==> config.mk <==
export PLATFORM = sky130hd
export DESIGN_NAME = breathing_led_array
export DESIGN_NICKNAME = d
export VERILOG_FILES = /design/src/rtl/breathing_led_pkg.sv /design/src/rtl/breath_channel.sv /design/src/rtl/breathing_led_array.sv
export SDC_FILE = /design/constraint.sdc
export NUM_CORES = 1
export LEC_CHECK = 0
export ABC_CLOCK_PERIOD_IN_PS = 2200
export CAP_MARGIN = 10
export CORE_ASPECT_RATIO = 1.2
export CORE_MARGIN = 5
export CORE_UTILIZATION = 45
export DETAILED_ROUTE_END_ITERATION = 8
export PLACE_DENSITY = 0.6
export SLEW_MARGIN = 5
export SYNTH_ARGS = -nofsm -noshare
export SYNTH_HDL_FRONTEND = slang
export SYNTH_SLANG_ARGS = --single-unit
==> constraint.sdc <==
create_clock -name clk -period 2.2 [get_ports clk]
set_input_delay 0.44 -clock clk [delete_from_list [all_inputs] [get_ports clk]]
set_output_delay 0.44 -clock clk [all_outputs]
set_load 0.05 [all_outputs]
==> src/rtl/breathing_led_pkg.sv <==
// Shared definitions for the breathing LED array.
// Holds the per-channel mode encoding and a counter-width helper that is used
// by both the top level and the channel engines.
package breathing_led_pkg;

  typedef logic [1:0] mode_t;

  localparam mode_t MODE_OFF     = 2'b00;
  localparam mode_t MODE_ON      = 2'b01;
  localparam mode_t MODE_BREATHE = 2'b10;
  localparam mode_t MODE_BLINK   = 2'b11;

  // Number of bits needed to hold 'states' distinct values (0..states-1), never below 1.
  function automatic int cnt_width(input int states);
    int w;
    w = $clog2(states);
    if (w < 1) begin
      w = 1;
    end else begin
      w = w;
    end
    return w;
  endfunction

endpackage

==> src/rtl/breath_channel.sv <==
// One LED channel of the breathing LED array.
// Keeps its own triangular ramp (level/direction), remembers the previous mode so
// that entering BREATHE or BLINK restarts the ramp, and registers the LED drive.
// Ports:
//   clk, rst (async, active-low), clr_n (sync, active-low), en (run enable)
//   wrap     : one-clk strobe from the top when the shared PWM counter wraps
//   mode     : this channel's 2-bit mode
//   pwm_cnt  : shared PWM counter value
//   led      : registered LED drive (already polarity-adjusted)
module breath_channel
  import breathing_led_pkg::*;
#(
  parameter int            PW          = 10,
  parameter logic [PW-1:0] LEVEL_MAX   = '1,
  parameter logic [PW-1:0] START_LEVEL = '0,
  parameter bit            ACTIVE_LOW  = 1'b0
) (
  input  logic          clk,
  input  logic          rst,
  input  logic          clr_n,
  input  logic          en,
  input  logic          wrap,
  input  mode_t         mode,
  input  logic [PW-1:0] pwm_cnt,
  output logic          led
);

  logic [PW-1:0] level;
  logic          dir_up;
  mode_t         prev_mode;
  logic          entry;
  logic          drive;

  // Mode-entry detection and the logical LED value from the current state.
  always_comb begin
    entry = 1'b0;
    drive = 1'b0;
    if (((mode == MODE_BREATHE) || (mode == MODE_BLINK)) && (mode != prev_mode)) begin
      entry = 1'b1;
    end else begin
      entry = 1'b0;
    end
    case (mode)
      MODE_OFF:     drive = 1'b0;
      MODE_ON:      drive = 1'b1;
      MODE_BREATHE: drive = (pwm_cnt < level);
      MODE_BLINK:   drive = dir_up;
      default:      drive = 1'b0;
    endcase
  end

  // Ramp state, mode history and output register.
  always_ff @(posedge clk or negedge rst) begin
    if (!rst) begin
      level     <= START_LEVEL;
      dir_up    <= 1'b1;
      prev_mode <= MODE_OFF;
      led       <= ACTIVE_LOW;
    end else if (!clr_n) begin
      level     <= START_LEVEL;
      dir_up    <= 1'b1;
      prev_mode <= MODE_OFF;
      led       <= ACTIVE_LOW;
    end else if (en) begin
      prev_mode <= mode;
      led       <= drive ^ ACTIVE_LOW;
      // A restart wins over a ramp step landing on the same clock.
      if (entry) begin
        level  <= START_LEVEL;
        dir_up <= 1'b1;
      end else if (wrap) begin
        // At either end the direction turns and the level holds for one period.
        if (dir_up) begin
          if (level == LEVEL_MAX) begin
            dir_up <= 1'b0;
          end else begin
            level <= level + 1'b1;
          end
        end else begin
          if (level == '0) begin
            dir_up <= 1'b1;
          end else begin
            level <= level - 1'b1;
          end
        end
      end
    end
  end

endmodule

==> src/rtl/breathing_led_array.sv <==
// Multi-channel PWM LED driver with breathing and blinking effects.
// A shared prescaler and PWM period counter drive CHANNELS breath_channel engines.
// Optional build macro BREATH_PHASE_OFFSET_EN: when defined, channel i starts its
// ramp at level (i*PWM_MAX)/CHANNELS so breathing channels are staggered; when
// undefined every channel starts at level 0.
// Ports:
//   clk        : system clock
//   rst        : asynchronous reset, active-low
//   clr_n      : synchronous clear, active-low (same effect as reset)
//   en         : global run enable; low freezes everything
//   mode       : 2 bits per channel, [2i+1:2i] = 00 OFF, 01 ON, 10 BREATHE, 11 BLINK
//   led_out    : registered LED drive, inverted when ACTIVE_LOW=1
//   period_end : one-clk pulse at each PWM period wrap
module breathing_led_array
  import breathing_led_pkg::*;
#(
  parameter int CHANNELS   = 4,
  parameter int PRESCALE   = 90,
  parameter int PWM_MAX    = 800,
  parameter bit ACTIVE_LOW = 1'b0
) (
  input  logic                  clk,
  input  logic                  rst,
  input  logic                  clr_n,
  input  logic                  en,
  input  logic [2*CHANNELS-1:0] mode,
  output logic [CHANNELS-1:0]   led_out,
  output logic                  period_end
);

  localparam int            PW         = cnt_width(PWM_MAX + 1);
  localparam int            SW         = cnt_width(PRESCALE);
  localparam logic [SW-1:0] PRESC_LAST = SW'(PRESCALE - 1);
  localparam logic [PW-1:0] PWM_LAST   = PW'(PWM_MAX);

  logic [SW-1:0] presc;
  logic [PW-1:0] pwm_cnt;
  logic          tick;
  logic          wrap;

  // wrap is combinational so the channel ramps step on the same edge the counter wraps.
  assign tick = en && (presc == PRESC_LAST);
  assign wrap = tick && (pwm_cnt == PWM_LAST);

  // Shared prescaler, PWM counter and period_end pulse.
  always_ff @(posedge clk or negedge rst) begin
    if (!rst) begin
      presc      <= '0;
      pwm_cnt    <= '0;
      period_end <= 1'b0;
    end else if (!clr_n) begin
      presc      <= '0;
      pwm_cnt    <= '0;
      period_end <= 1'b0;
    end else if (en) begin
      presc      <= tick ? '0 : presc + 1'b1;
      period_end <= wrap;
      if (tick) begin
        pwm_cnt <= wrap ? '0 : pwm_cnt + 1'b1;
      end
    end else begin
      period_end <= 1'b0;
    end
  end

  for (genvar i = 0; i < CHANNELS; i++) begin : g_ch
`ifdef BREATH_PHASE_OFFSET_EN
    localparam logic [PW-1:0] START = PW'((i * PWM_MAX) / CHANNELS);
`else
    localparam logic [PW-1:0] START = '0;
`endif
    breath_channel #(
      .PW          (PW),
      .LEVEL_MAX   (PWM_LAST),
      .START_LEVEL (START),
      .ACTIVE_LOW  (ACTIVE_LOW)
    ) u_ch (
      .clk     (clk),
      .rst     (rst),
      .clr_n   (clr_n),
      .en      (en),
      .wrap    (wrap),
      .mode    (mode[2*i +: 2]),
      .pwm_cnt (pwm_cnt),
      .led     (led_out[i])
    );
  end

endmodule
==> results of run 1 <==
placed cells by master, fill, tap and decap left out, types with 5 or more instances in the layout:
| master | netlist | routed |
|---|---|---|
| clkbuf_16 | 0 | 9 |
| o211ai_1 | 9 | 9 |
| buf_4 | 4 | 124 |
| and4_1 | 5 | 5 |
| a22o_1 | 26 | 26 |
| o31ai_1 | 5 | 5 |
| nand2b_1 | 11 | 11 |
| nand2_1 | 34 | 32 |
| or3_1 | 6 | 5 |
| dfrtp_1 | 70 | 70 |
| nand3_1 | 19 | 17 |
| clkdlybuf4s50_1 | 0 | 14 |
| buf_6 | 1 | 17 |
| inv_1 | 52 | 48 |
| nor2b_1 | 16 | 15 |
| xor2_1 | 14 | 14 |
| xnor2_1 | 21 | 21 |
| ha_1 | 72 | 54 |
| nand4_1 | 8 | 8 |
| mux2i_1 | 12 | 12 |
| a21oi_2 | 0 | 7 |
| o21ai_1 | 0 | 11 |
| a21oi_1 | 36 | 28 |
| ha_2 | 0 | 5 |
| o21ai_0 | 44 | 26 |
| nor4_1 | 12 | 11 |
| a21o_1 | 19 | 19 |
| o21a_1 | 6 | 6 |
| ha_4 | 0 | 13 |
| and3_1 | 16 | 16 |
| nor2_1 | 28 | 25 |
| nor3_1 | 16 | 12 |
metal layers:
metal	global-route usage, %	vias to the layer above
li1	-	2790
met1	24.67	2780
met2	40.60	83
met3	2.919	25
met4	6.447	0
met5	0	-
synth_stat cells, types with 5 or more instances:
cell type  instances  area share, %
ha_1              72             15
dfrtp_1           70             29
inv_1             52            3.2
o21ai_0           44            3.6
a21oi_1           36            3.0
nand2_1           34            2.1
nor2_1            28            1.7
a22o_1            26            3.8
xnor2_1           21            3.0
a21o_1            19            2.4
nand3_1           19            1.6
and3_1            16            1.7
nor2b_1           16            1.7
nor3_1            16            1.3
xor2_1            14            2.0
mux2i_1           12            2.0
nor4_1            12            1.2
nand2b_1          11            1.1
clkbuf_1          10           0.62
o211ai_1           9            1.1
nand4_1            8           0.83
mux2_2             7            1.3
o21a_1             6           0.74
or3_1              6           0.62
a211oi_1           5           0.62
and4_1             5           0.72
nor3b_1            5           0.62
o31ai_1            5           0.62
o41ai_1            5           0.72
where the power goes:
part / total, mW / leakage (nW) / switching (mW) / internal [mW]
combinational: 0.305 / 2.76 / 0.177 / 0.128
sequential: 1.39 / 1.01 / 0.0106 / 1.38
clock: 1.74 / 0.169 / 0.572 / 1.17
total: 3.44 / 3.94 / 0.760 / 2.68
path summary, 6_finish.rpt:
path | end | slack (ps) | cells after the start | start
max in group asynchronous | g_ch[2].u_ch.dir_up$_DFFE_PN1P_ | 1450 | 2 | rst
hold / removal | g_ch[0].u_ch.level[4]$_DFFE_PN0P_ | 110 | 1 | rst
min in group clk | presc[6]$_DFFE_PN0P_ | 540 | 1 | presc[6]$_DFFE_PN0P_
hold reg to reg | presc[6]$_DFFE_PN0P_ | 540 | 1 | presc[6]$_DFFE_PN0P_
setup / recovery | g_ch[0].u_ch.level[8]$_DFFE_PN0P_ | -210 | 9 | g_ch[0].u_ch.dir_up$_DFFE_PN1P_
setup reg to reg | g_ch[0].u_ch.level[8]$_DFFE_PN0P_ | -210 | 9 | g_ch[0].u_ch.dir_up$_DFFE_PN1P_
what timing repair did:
| action | CTS | global route |
|---|---|---|
| pin swaps | 36 | 47 |
| setup endpoints to repair | 47 | 49 |
| setup buffers | 12 | 4 |
| resized for setup | 76 | 57 |
| hold buffers | 0 | 0 |
layout make-up:
cell class	instances	share of cell area, %
Multi-Input combinational cell	519	53.10
Sequential cell	74	22.08
Timing Repair Buffer	158	15.64
Clock buffer	12	3.050
Tap cell	168	2.500
Inverter	52	2.470
Clock inverter	4	1.161
state kept, by name, summed over array words and instances, names as in the netlist:
name / flops
presc: 7
period_end: 1
g_ch.u_ch.level: 40
g_ch.u_ch.led: 4
g_ch.u_ch.prev_mode: 8
pwm_cnt: 10
g_ch.u_ch.dir_up: 4
per-stage QoR:
step	hold WS (ps)	std cells
after floorplan	144.4	662
after global placement	473.5	956
after detailed placement	479.1	956
after CTS	119.1	983
after global routing	147.8	987
final	108.5	987
logic make-up (layout without fill, tap and decap cells):
logic type,after synthesis,after routing
XOR/XNOR,35,35
flip-flops,74,74
AO/OA/AOI/OAI,194,194
adder cells (fa/ha/maj),76,76
buffers and inverters,69,226
multiplexers,19,19
AND/OR/NAND/NOR,195,195
==> summary.txt, run 1 <==
Run status
  • Outcome: finished, violations left
  • Failing checks: setup timing

Route
  • Metal2 WL: 9070 um
  • Wire length on met3: 469 um
  • Top Metal Used: met4
  • Initial DRC count: 206
  • Final routed DRC violation total: 0
  • Routed via count: 5678
  • ANT nets after route: 0
  • Via/cell ratio: 5.753
  • Met1 WL: 6694 um
  • Avg WL per Cell: 16.71 um
  • Total Wirelength: 16490 um
  • First drt pass iteration count: 4

Synth
  • Sequential element share of the synthesized area: 30.68%
  • Number of synthesized flops with an enable pin: 0
  • Post-synthesis xor/xnor area fraction: 5.065%
  • Post-synthesis adder-cell area fraction: 16.21%
  • Compound-Gate Fraction of Synth Area: 22.12%
  • Mux share of post-synthesis cell area: 3.287%
  • Post-Syn Area per Cell: 9.142 sq um
  • Count of cell types in the netlist: 63
  • Syn. warnings: 0
  • Post-Synth Simple-Gate Area: 17.95%
  • Main synth FF type: dfrtp_1
  • Async SR Flop Fraction: 100.0%
  • Synthesized flop and latch total: 74
  • Netlist Area Pre-Place: 0.006052 sq mm
  • Largest family of logic cells by synthesized area: compound AO/OA/AOI/OAI gates
  • Synthesized instance count: 662
  • Syn Nets: 750

Clock network
  • Worst-path clk slew: 60 ps
  • H-tree depth: 3
  • Clk buf depth: 2
  • CTS root buffer: clkbuf_16
  • TritonCTS clock tree: done
  • Total CTS buffers: 9
  • Worst-skew pair later-pin latency: 340 ps
  • Clk sinks: 74

Placed design
  • Placer Congestion: 0.8413
  • Setup WS pre-CTS: -588.1 ps
  • Placed wire-length estimate: 12390 um
  • Placed Area: 0.007317 sq mm
  • Port buffer count: 16

Critical path
  • Critical Path Source Type: register
  • Worst Path Buf+Inv: 2
  • Slowest cell on the critical path: dfstp_2
  • WP data arrival: 2640 ps
  • Worst path cell trace: inv_1 -> buf_4 -> fa_1 -> a21o_1 -> nand2_1 -> a21oi_1 -> o41ai_2 -> xnor2_1 -> a22o_1
  • CP Capture Type: register
  • Worst path max stage delay: 530 ps
  • Crit path required time: 2420 ps
  • Critical path's top delay family: compound AO/OA/AOI/OAI gates
  • Setup CP Type: reg -> reg
  • Worst Path Max Fanout: 7

Timing
  • Period utilization: 109.7%
  • Least-Margin Pin Slew: 576.6 ps
  • Final min period: 2413 ps
  • Setup ws final: -213.4 ps
  • Layout Skew: 5.772 ps
  • Final setup fails: 32
  • Sum Neg Setup Slack: -2323 ps
  • RSZ-0062 raised after global routing: true
  • Final Hold Fails: 0
  • Final Max Tran Viols: 0
  • Fmax: 414.3 MHz
  • Slew HR: 61.56%

Cells and area
  • Final Net Count: 902
  • # fillers: 1102
  • # diodes: 0
  • Area growth syn-to-layout: 38.95%
  • Multi-input logic area: 0.004466 sq mm
  • Layout cells sized above 1: 31.14%
  • FF/Latch Area: 0.001857 sq mm
  • Post-Layout Inst Area: 0.008409 sq mm
  • Final Util: 63.53%

Power and ir drop
  • Leakage: 3.937 nW
  • Worst vdd rail ir drop: 342.5 uV
  • Power, Total: 3.436 mW
  • PwrDens: 408.5 mW/mm^2

Die
  • DIE AREA: 0.01588 sq mm
  • Die Wd: 115.9 um
  • Core ar.: 0.01324 sq mm
  • Die H: 137.0 um
  • I/O pins: 17
  • Row cnt: 46
  • Starting Density: 45.72%

Global routing
  • Total gr overflow: 0
  • First-pass GRT wire length: 27500 um
  • Initial antenna violation count: 0
  • Largest net degree at the start of global routing: 44
  • Vias in the first global route: 5884
  • Gr usage total: 21.44%

Run
  • Max-cap violations: 0

Hold path
  • Worst min-delay path class: in -> async
(Power assumes the default switching activity.)
==> run 2: changes to the inputs <==
--- a/config.mk
+++ b/config.mk
@@ -15,4 +15,5 @@
 export SLEW_MARGIN = 5
 export SYNTH_ARGS = -nofsm -noshare
 export SYNTH_HDL_FRONTEND = slang
+export SYNTH_HIERARCHICAL = 1
 export SYNTH_SLANG_ARGS = --single-unit
==> run 2 against run 1 <==
Against the previous run:
- the run still ends with setup timing left
- largest cell class unchanged
- clock power is 18% lower
- register-to-register slack worse by 20 ps
- clock skew is essentially flat
- sequential power about the same
- largest power group unchanged
- critical path depth stayed put
- die area increased by 2.2%
- combinational power rose by 21%
- critical path type unchanged
- worst setup slack got worse by 17 ps
- sequential share of layout area grew 0.16 points
- worst hold slack lost 73 ps
- cell count increased by 1.3%
- flip-flop and latch count did not move
==> summary.txt, run 2 <==
Timing
  • Final Max Tran Viols: 0 (unchanged)
  • Least-Margin Pin Slew: 509.1 ps (-67.53 ps)
  • Sum Neg Setup Slack: -843.0 ps (+1480 ps)
  • Final Hold Fails: 0 (unchanged)
  • Min Hold Slack: 35.60 ps (-72.89 ps)
  • Layout Skew: 6.157 ps (+0.3844 ps)
  • Final min period: 2431 ps (+17.39 ps)
  • Slew HR: 65.96% (+4.4 points)
  • Setup ws final: -230.8 ps (-17.39 ps)
  • Final setup fails: 6 (-81%)
  • Period utilization: 110.5% (+0.79 points)
  • Fmax: 411.4 MHz (-0.72%)
  • RSZ-0062 raised after global routing: true

Power and ir drop
  • Sequential Power Share: 43.8% (+3.4 points)
  • Switch Pwr: 0.7979 mW (+5.0%)
  • Power, Total: 3.186 mW (-7.3%)
  • PwrDens: 381.6 mW/mm^2 (-6.6%)
  • Leakage: 3.551 nW (-9.8%)
  • Sw Ratio: 25.04% (+2.9 points)
  • Clock power share: 44.6% (-6.1 points)
  • Comb power frac: 11.6% (+2.7 points)
  • P_int: 2.388 mW (-11%)
  • Worst vdd rail ir drop: 296.4 uV (-13%)

Cells and area
  • Commonest non-fill, non-tap cell in the layout: buf_4
  • Area growth syn-to-layout: 34.73%
  • Reg with most FFs: g_ch.u_ch/level
  • Layout cells sized above 1: 27.86% (-3.3 points)
  • Final Util: 61.20% (-2.3 points)
  • Layout Cells excl Fill: 1000 (+1.3%)
  • Final Net Count: 912 (+1.1%)
  • Max FFs per register: 40 (unchanged)
  • # diodes: 0 (unchanged)
  • Post-Layout Inst Area: 0.008349 sq mm (-0.71%)
  • Most frequent cells in the layout: 88 x buf_4, 70 x dfrtp_1, 60 x nand2_1
  • # fillers: 1154 (+4.7%)
  • Regs by FF count: g_ch.u_ch/level (40), pwm_cnt (10), g_ch.u_ch/prev_mode (8)

Synth
  • Count of cell types in the netlist: 57 (-9.5%)
  • Syn Nets: 795 (+6.0%)
  • Area leader, netlist: dfrtp_1
  • Async SR Flop Fraction: 100.0% (unchanged)
  • Commonest cells in the netlist: 72 x ha_1, 70 x dfrtp_1, 62 x nand2_1
  • Post-Syn Area per Cell: 8.765 sq um (-4.1%)
  • Netlist Area Pre-Place: 0.006197 sq mm (+2.4%)
  • Syn. warnings: 6 (+6)
  • Synthesized flop and latch total: 74 (unchanged)
  • Count leader, synth: ha_1
  • Sequential element share of the synthesized area: 29.96% (-0.72 points)
  • Synth top area share: 28.27% (-0.68 points)
  • Number of synthesized flops with an enable pin: 0 (unchanged)
  • Area contributors post-synth: dfrtp_1 28%, ha_1 15%, nand2_1 3.8%
  • Synthesized instance count: 707 (+6.8%)
  • Main synth FF type: dfrtp_1

Critical path
  • Worst R2R Path Depth: 9 (unchanged)
  • Crit path top cell by count: buf_6
  • Slowest cell on the critical path: dfstp_2
  • Crit path required time: 2420 ps (about the same)
  • R2r endpoint: g_ch[3].u_ch/level[9]$_DFFE_PN0P_
  • CP Capture Type: register
  • Critical path's top delay family: compound AO/OA/AOI/OAI gates
  • Reg-to-reg startpoint: g_ch[3].u_ch/dir_up$_DFFE_PN1P_
  • WP data arrival: 2650 ps (about the same)
  • Worst path cell trace: clkinvlp_4 -> buf_6 -> ha_4 -> buf_6 -> nand2_4 -> o211ai_4 -> o2111ai_4 -> or3b_4 -> a211o_1
  • Worst Path Max Fanout: 4 (-3)
  • Worst R2R Setup Slack: -230 ps (-20 ps)
  • Critical Path Source Type: register
  • Worst Path Buf+Inv: 3 (+1)
  • Setup CP Type: reg -> reg
  • Worst path max stage delay: 550 ps (+20 ps)

Route
  • Via/cell ratio: 5.644 (-1.9%)
  • ANT nets after route: 0 (unchanged)
  • Routed via count: 5644 (-0.60%)
  • Final routed DRC violation total: 0 (unchanged)
  • First drt pass iteration count: 4 (unchanged)
  • Initial DRC count: 171 (-17%)
  • Total Wirelength: 16180 um (-1.9%)
  • Avg WL per Cell: 16.18 um (-3.2%)

Placed design
  • Placed wire-length estimate: 11530 um (-7.0%)
  • Inst Count DP: 969 (+1.4%)
  • Port buffer count: 16 (unchanged)
  • Setup WS pre-CTS: -267.6 ps (+320.5 ps)
  • Placed Area: 0.007209 sq mm (-1.5%)
  • Placer Congestion: 0.8192 (-2.6%)

Global routing
  • First-pass GRT wire length: 27150 um (-1.3%)
  • Vias in the first global route: 5687 (-3.3%)
  • Total gr overflow: 0 (unchanged)
  • Gr usage total: 20.37% (-1.1 points)
  • Initial antenna violation count: 0 (unchanged)
  • Largest net degree at the start of global routing: 33 (-25%)

Die
  • Die H: 138.6 um (+1.1%)
  • Starting Density: 45.42% (-0.29 points)
  • I/O pins: 17 (unchanged)
  • Die Wd: 117.1 um (+1.1%)
  • DIE AREA: 0.01623 sq mm (+2.2%)
  • Core ar.: 0.01364 sq mm (+3.1%)
  • Row cnt: 47 (+2.2%)

Clock network
  • Post-CTS Hold Fix Bufs: 0 (unchanged)
  • H-tree depth: 3 (unchanged)
  • Total CTS buffers: 9 (unchanged)
  • Worst-path clk slew: 60 ps (about the same)
  • Clk sinks: 74 (unchanged)
  • CTS root buffer: clkbuf_16
  • TritonCTS clock tree: done
  • Worst-skew pair later-pin latency: 340 ps (about the same)
  • Clk buf depth: 2 (unchanged)

Hold path
  • Worst min-delay path class: in -> async

Run status
  • Failing checks: setup timing
  • Outcome: finished, violations left

Run
  • Max-cap violations: 0 (unchanged)
==> run 2: worst max path at each step <==
stage | start | endpoint | cells after the start
finish | g_ch[3].u_ch/dir_up$_DFFE_PN1P_ | g_ch[3].u_ch/level[9]$_DFFE_PN0P_ | 9
global route | g_ch[3].u_ch/dir_up$_DFFE_PN1P_ | g_ch[3].u_ch/level[9]$_DFFE_PN0P_ | 10
CTS | g_ch[0].u_ch/dir_up$_DFFE_PN1P_ | g_ch[0].u_ch/level[9]$_DFFE_PN0P_ | 9
detailed placement | en | g_ch[2].u_ch/level[9]$_DFFE_PN0P_ | 8
global placement | en | g_ch[2].u_ch/level[9]$_DFFE_PN0P_ | 8
floorplan | g_ch[1].u_ch/dir_up$_DFFE_PN1P_ | g_ch[1].u_ch/level[9]$_DFFE_PN0P_ | 7
==> run 2: per-layer routing <==
metal	vias to the layer above	track usage (%)	routed length, um
li1	2803	-	-
met1	2743	25.38	7087
met2	81	36.35	8582
met3	17	2.270	307
met4	0	6.099	201
met5	-	0	0
==> run 2: power groups by stage <==
stage | Combinational, mW | Clock (mW) | Sequential [mW]
floorplan | 0.172 | 0 | 1.45
global placement | 0.357 | 0 | 1.42
detailed placement | 0.366 | 0 | 1.42
CTS | 0.369 | 1.46 | 1.40
global route | 0.408 | 1.51 | 1.40
finish | 0.368 | 1.42 | 1.40
==> run 2: kinds of logic after synthesis <==
logic type      Yosys count  synth area share [%]
mux                      16                 2.665
compound gates          185                 20.07
fa+ha+maj                76                 15.83
buf+inv                  70                 4.825
simple gates            251                 21.70
xor+xnor                 35                 4.946
flops                    74                 29.96
==> run 2: what timing repair did <==
item                                    CTS  global route
endpoints found under the setup margin   34            37
buffers inserted                          8             7
resized for setup                        51            62
pin swaps                                31            37
==> run 2: cell type report <==
type | instances | area, sq um | area share, %
Sequential cell | 74 | 1857 | 22.24
Inverter | 58 | 231.5 | 2.772
Tap cell | 171 | 214.0 | 2.563
Timing Repair Buffer | 118 | 1032 | 12.36
Clock inverter | 2 | 10.01 | 0.1199
Clock buffer | 14 | 274.0 | 3.282
Multi-Input combinational cell | 563 | 4731 | 56.66
